--- src/rtl/axis_pdm_mic_emulator.sv ---
// AXI-Stream to DDR PDM transmitter: emulates pairs of MEMS microphones sharing a data line,
// fed from a small elastic FIFO that falls back to a 50%-density silence pattern when starved.
module axis_pdm_mic_emulator #(
  parameter int unsigned NUM_MIC_PAIRS    = 4,
  parameter int unsigned AXI_STREAM_BYTES = 1,
  parameter int unsigned FIFO_DEPTH       = 16
) (
  input  logic                            pdm_clk,
  input  logic                            io_reset,
  input  logic                            enable,
  input  logic                            s_axis_tvalid,
  output logic                            s_axis_tready,
  input  logic [8*AXI_STREAM_BYTES-1:0]   s_axis_tdata,
  output logic [NUM_MIC_PAIRS-1:0]        pdm_data,
  output logic [$clog2(FIFO_DEPTH):0]     fifo_level,
  output logic                            underflow,
  input  logic                            underflow_clr,
  output logic [15:0]                     underflow_count
);

  localparam int unsigned SLOT_W = 2 * NUM_MIC_PAIRS;
  localparam int unsigned AW     = $clog2(FIFO_DEPTH);
  localparam int unsigned LW     = AW + 1;

  logic [SLOT_W-1:0]        mem [FIFO_DEPTH];
  logic [AW-1:0]            wr_ptr;
  logic [AW-1:0]            rd_ptr;
  logic [SLOT_W-1:0]        slot;
  logic                     idle_t;
  logic [NUM_MIC_PAIRS-1:0] gnd_bits_c;
  logic [NUM_MIC_PAIRS-1:0] vdd_bits_c;
  logic [NUM_MIC_PAIRS-1:0] rise_q;
  logic [NUM_MIC_PAIRS-1:0] fall_q;
  logic                     push_c;
  logic                     pop_c;
  logic                     starve_c;
  logic                     unused_tdata;

  // Upper tdata bits beyond the mic slots are intentionally dropped.
  assign unused_tdata = ^s_axis_tdata;

  assign s_axis_tready = (fifo_level != LW'(FIFO_DEPTH)) && !io_reset;
  assign push_c        = s_axis_tvalid && s_axis_tready;
  assign pop_c         = enable && (fifo_level != '0);
  assign starve_c      = enable && (fifo_level == '0);

  // Beat storage; contents are don't-care until written, so no reset.
  always_ff @(posedge pdm_clk) begin
    if (push_c) begin
      mem[wr_ptr] <= s_axis_tdata[SLOT_W-1:0];
    end
  end

  always_ff @(posedge pdm_clk or posedge io_reset) begin
    if (io_reset) begin
      wr_ptr     <= '0;
      rd_ptr     <= '0;
      fifo_level <= '0;
    end else begin
      if (push_c) begin
        wr_ptr <= wr_ptr + AW'(1);
      end
      if (pop_c) begin
        rd_ptr <= rd_ptr + AW'(1);
      end
      fifo_level <= fifo_level + LW'(push_c) - LW'(pop_c);
    end
  end

  // Slot register: head beat when available, otherwise alternating all-0/all-1 silence.
  always_ff @(posedge pdm_clk or posedge io_reset) begin
    if (io_reset) begin
      slot   <= '0;
      idle_t <= 1'b0;
    end else if (pop_c) begin
      slot <= mem[rd_ptr];
    end else begin
      slot   <= {SLOT_W{idle_t}};
      idle_t <= ~idle_t;
    end
  end

  // Clear takes priority over a same-edge starvation increment.
  always_ff @(posedge pdm_clk or posedge io_reset) begin
    if (io_reset) begin
      underflow       <= 1'b0;
      underflow_count <= '0;
    end else if (underflow_clr) begin
      underflow       <= 1'b0;
      underflow_count <= '0;
    end else if (starve_c) begin
      underflow <= 1'b1;
      if (underflow_count != 16'hFFFF) begin
        underflow_count <= underflow_count + 16'd1;
      end
    end
  end

  always_comb begin
    gnd_bits_c = '0;
    vdd_bits_c = '0;
    for (int i = 0; i < int'(NUM_MIC_PAIRS); i++) begin
      gnd_bits_c[i] = slot[2*i+1];
      vdd_bits_c[i] = slot[2*i];
    end
  end

  // DDR output without clock muxing: each edge register stores its bit XORed with the
  // other register, so rise_q ^ fall_q shows VDD after rising edges and GND after falling.
  always_ff @(posedge pdm_clk or posedge io_reset) begin
    if (io_reset) begin
      rise_q <= '0;
    end else begin
      rise_q <= vdd_bits_c ^ fall_q;
    end
  end

  always_ff @(negedge pdm_clk or posedge io_reset) begin
    if (io_reset) begin
      fall_q <= '0;
    end else begin
      fall_q <= gnd_bits_c ^ rise_q;
    end
  end

  assign pdm_data = rise_q ^ fall_q;

endmodule

--- config.mk ---
export PLATFORM = sky130hd
export DESIGN_NAME = axis_pdm_mic_emulator
export DESIGN_NICKNAME = d
export VERILOG_FILES = /design/src/rtl/axis_pdm_mic_emulator.sv
export SDC_FILE = /design/constraint.sdc
export NUM_CORES = 1
export LEC_CHECK = 0
export ABC_CLOCK_PERIOD_IN_PS = 7650
export BUFFER_PORTS_ARGS = -buffer_cell sky130_fd_sc_hd__buf_2
export CORE_AREA = 2 2 131 133
export DETAILED_ROUTE_END_ITERATION = 6
export DIE_AREA = 0 0 133 135
export GPL_ROUTABILITY_DRIVEN = 1
export REMOVE_ABC_BUFFERS = 1
export SLEW_MARGIN = 20
export SYNTH_ARGS = -nofsm -noshare
export SYNTH_HDL_FRONTEND = slang
export SYNTH_SLANG_ARGS = --single-unit
--- constraint.sdc ---
create_clock -name pdm_clk -period 7.65 [get_ports pdm_clk]
set_clock_uncertainty 0.15 [all_clocks]
set_input_delay 0.765 -clock pdm_clk [delete_from_list [all_inputs] [get_ports pdm_clk]]
set_output_delay 0.765 -clock pdm_clk [all_outputs]
set_load 0.005 [all_outputs]
==> impl_results.md <==
- Status: finished, final reports clean
- Worst setup EP type: primary output
- Post-CTS resize count: 0
- M1 WL: between 6000 and 7000 µm
- Worst R2R Start: rise_q[0]$_DFF_PP0_
- Vias per cell: roughly 5.4
- Most common cell after layout, fill and taps aside: edfxtp_1
- HPWL Detailed: between 8000 and 9000 µm
- Family with the most delay on the worst path: flip-flops
- Num CTS Buffers: 17
- DR iter-0 viols: 311
- Register bit total from synthesis: around 180
- Via Count: approximately 3900
- TNS Setup: 0 ns
- Rows: 47
- H-tree depth: 4
- Max-slew violations: 0
- R2R setup slack: between 2 and 3 ns
- Critical-path top delay cell: dfrtn_1
- Switch Pwr: between 800 and 900 µW
- Clock buffer depth: 2
- Synth async-reset ratio: 0.2686
- Die area: around 18000 µm²
- Biggest cell delay along the critical path: 0.43 ns
- Sw frac: 0.3032
- Hold WS: 0.1828 ns
- CTS Hold Buffers Added: 0
- Crit path kind: reg2out
- First-pass GRT wire length: 21910 µm
- Max Cap Viol: 0
- Synthesized instance count: 455
- Layout Utilization: 0.5053
- Post-CTS Setup Bufs: 0
- Post-route ant nets: 0
- P_int: between 1500 and 2000 µW
- Detailed Route WL: roughly 14000 µm
- Distinct cells, synth: 50
- FF-to-FF path depth: 1
- Residual overflow from global routing: 0
- Clock Tree Root: clkbuf_16
- Drt drc: 0
- Max_slew headroom: 0.4473
- # diodes: 0
- HP Class: in2async
- Met3 routed WL: 537 µm
- Reg2reg end: fall_q[0]$_DFF_NP0_
- Clk_lat worst skew: roughly 0.43 ns
- Area Growth Syn to Fin: 14.03%
- Clk pwr share: 0.307
- CP required: between 6 and 7 ns
- Top Layer Used: met4
- Detailed Routing Iterations Pass 1: 4
- CTS tree: built
- Slew at the pin closest to its max-slew limit: 0.8261 ns
- Final hold vios: 0
- Worst EP arrival: a little under 5 ns
- Starting Density: 0.4431
- Synth warnings: 0
- Most frequent cells in the layout: edfxtp_1, dfrtp_1, buf_2
- Core area: roughly 16000 µm²
- Avg Cell Area, Syn: about 16 µm²
- Crit-path cells: xor2_1 > buf_2
- Post-synth EDFFs: ~130
- Part of the power in registers: 0.442
- Placer Congestion: approximately 0.78
- Largest net degree at the start of global routing: 45
- Comb power frac: 0.251
- I/O Buffers: 39
- Gr usage total: 0.1655
- Crit path max fanout: 2
- Final setup margin: between 1.5 and 2 ns
- Die W: around 130 µm
- Post-synthesis sequential area ratio: 0.6904
- Initial antenna violation count: 0
- IO Pins: 40
- Vias in the first global route: about 4000
- Routed met2 length: about 7000 µm
- Clock-pin slew on the worst setup and hold paths: around 0.070 ns
- Dpl ws: about 2.2 ns
- Main synth FF type: edfxtp_1
- Power Density: between 300 and 400 nW/µm²
- Sinks on Clock Net: roughly 180
- Buf+Inv Stages, Crit Path: 1
- Fillers: 1352
- Max rail drop VDD: approximately 160 µV
- PnR Total Power: approximately 2800 µW
- RSZ-0062 raised after global routing: no
- # nets final: 526
- Setup violators final: 0
- Drt wl/cell: 19.04 µm
- Crit start category: register
- Die Y: 135 µm
- Synthesized cell area: 7271 µm²
- Lkg Pwr: 0.002980 µW
- Share of cells above drive strength 1: 0.2203
[routing by layer]
| metal | track usage | up-vias |
|---|---|---|
| li1 | - | 1845 |
| met1 | 0.2156 | 2004 |
| met2 | 0.2737 | 80 |
| met3 | 0.03754 | 20 |
| met4 | 0.06153 | 0 |
| met5 | 0 | - |
[layout make-up]
cell class	instances	area (µm²)	area share
Clock buffer	19	432.9	0.05222
Timing Repair Buffer	47	255.2	0.03079
Sequential cell	175	5021	0.6056
Inverter	15	56.30	0.006791
Multi-Input combinational cell	244	2098	0.2531
Clock inverter	13	151.4	0.01826
Tap cell	220	275.3	0.03320
[cell usage after synthesis, types with 2 or more instances]
cell,count,share of area
mux2i_1,17,0.023
or4_1,5,0.0052
buf_2,5,0.0034
a211oi_1,11,0.011
xnor2_1,9,0.011
a31oi_1,2,0.0017
or3_1,3,0.0026
o22ai_1,7,0.0060
nand2b_1,5,0.0043
a21oi_1,19,0.013
nor4_1,4,0.0034
nand3_1,5,0.0034
o21ai_0,4,0.0028
edfxtp_1,128,0.53
nor2b_1,8,0.0069
buf_1,4,0.0021
o31ai_1,5,0.0052
mux2_1,2,0.0031
a22oi_1,7,0.0072
dfrtn_1,4,0.014
mux2_2,4,0.0062
dfrtp_1,43,0.15
xor2_1,14,0.017
nor2_1,27,0.014
ha_1,12,0.021
nor3_1,10,0.0069
nand2_1,16,0.0083
mux4_2,23,0.071
clkbuf_1,10,0.0052
and4_1,3,0.0036
nand4_1,6,0.0052
inv_1,15,0.0077
[metrics by stage]
stage | instance area, µm² | std cells
4_1_cts | 8290 | 733
2_1_floorplan | 7174 | 434
3_3_place_gp | 7706 | 701
3_5_place_dp | 7706 | 701
5_1_grt | 8290 | 733
6_report | 8290 | 733
[power by group through the flow]
stage          Combinational [µW]  Sequential, µW  Clock (µW)
2_1_floorplan                 444            1300           0
3_3_place_gp                  698            1250           0
3_5_place_dp                  713            1260           0
4_1_cts                       716            1240         874
5_1_grt                       775            1250         914
6_report                      704            1240         862
[worst max path at each step]
stage                             start             endpoint  slack, ns  cells after the start
floorplan                      io_reset  fall_q[0]$_DFF_NP0_       1.89                      1
global placement    fall_q[0]$_DFF_NP0_          pdm_data[0]       2.22                      2
detailed placement  fall_q[3]$_DFF_NP0_          pdm_data[3]       2.22                      2
CTS                 fall_q[0]$_DFF_NP0_          pdm_data[0]       1.78                      2
global route        fall_q[3]$_DFF_NP0_          pdm_data[3]       1.73                      2
finish              fall_q[0]$_DFF_NP0_          pdm_data[0]       1.80                      2
[registers in the layout (all words and copies together) (netlist names), 4 cells and up]
signal and flops:
slot 8, fall_q 4, rise_q 4, fifo_level 5, mem 128, underflow_count 16, wr_ptr 4, rd_ptr 4
[logic make-up after synthesis]
| kind of cell | after synthesis | share of synthesized area |
|---|---|---|
| compound gates | 62 | 0.05731 |
| xor+xnor | 23 | 0.02771 |
| fa+ha+maj | 13 | 0.02340 |
| buf+inv | 36 | 0.02099 |
| flops | 175 | 0.6904 |
| mux | 46 | 0.1039 |
| simple gates | 100 | 0.07624 |
Note: power is estimated with default switching activity, not from simulation.
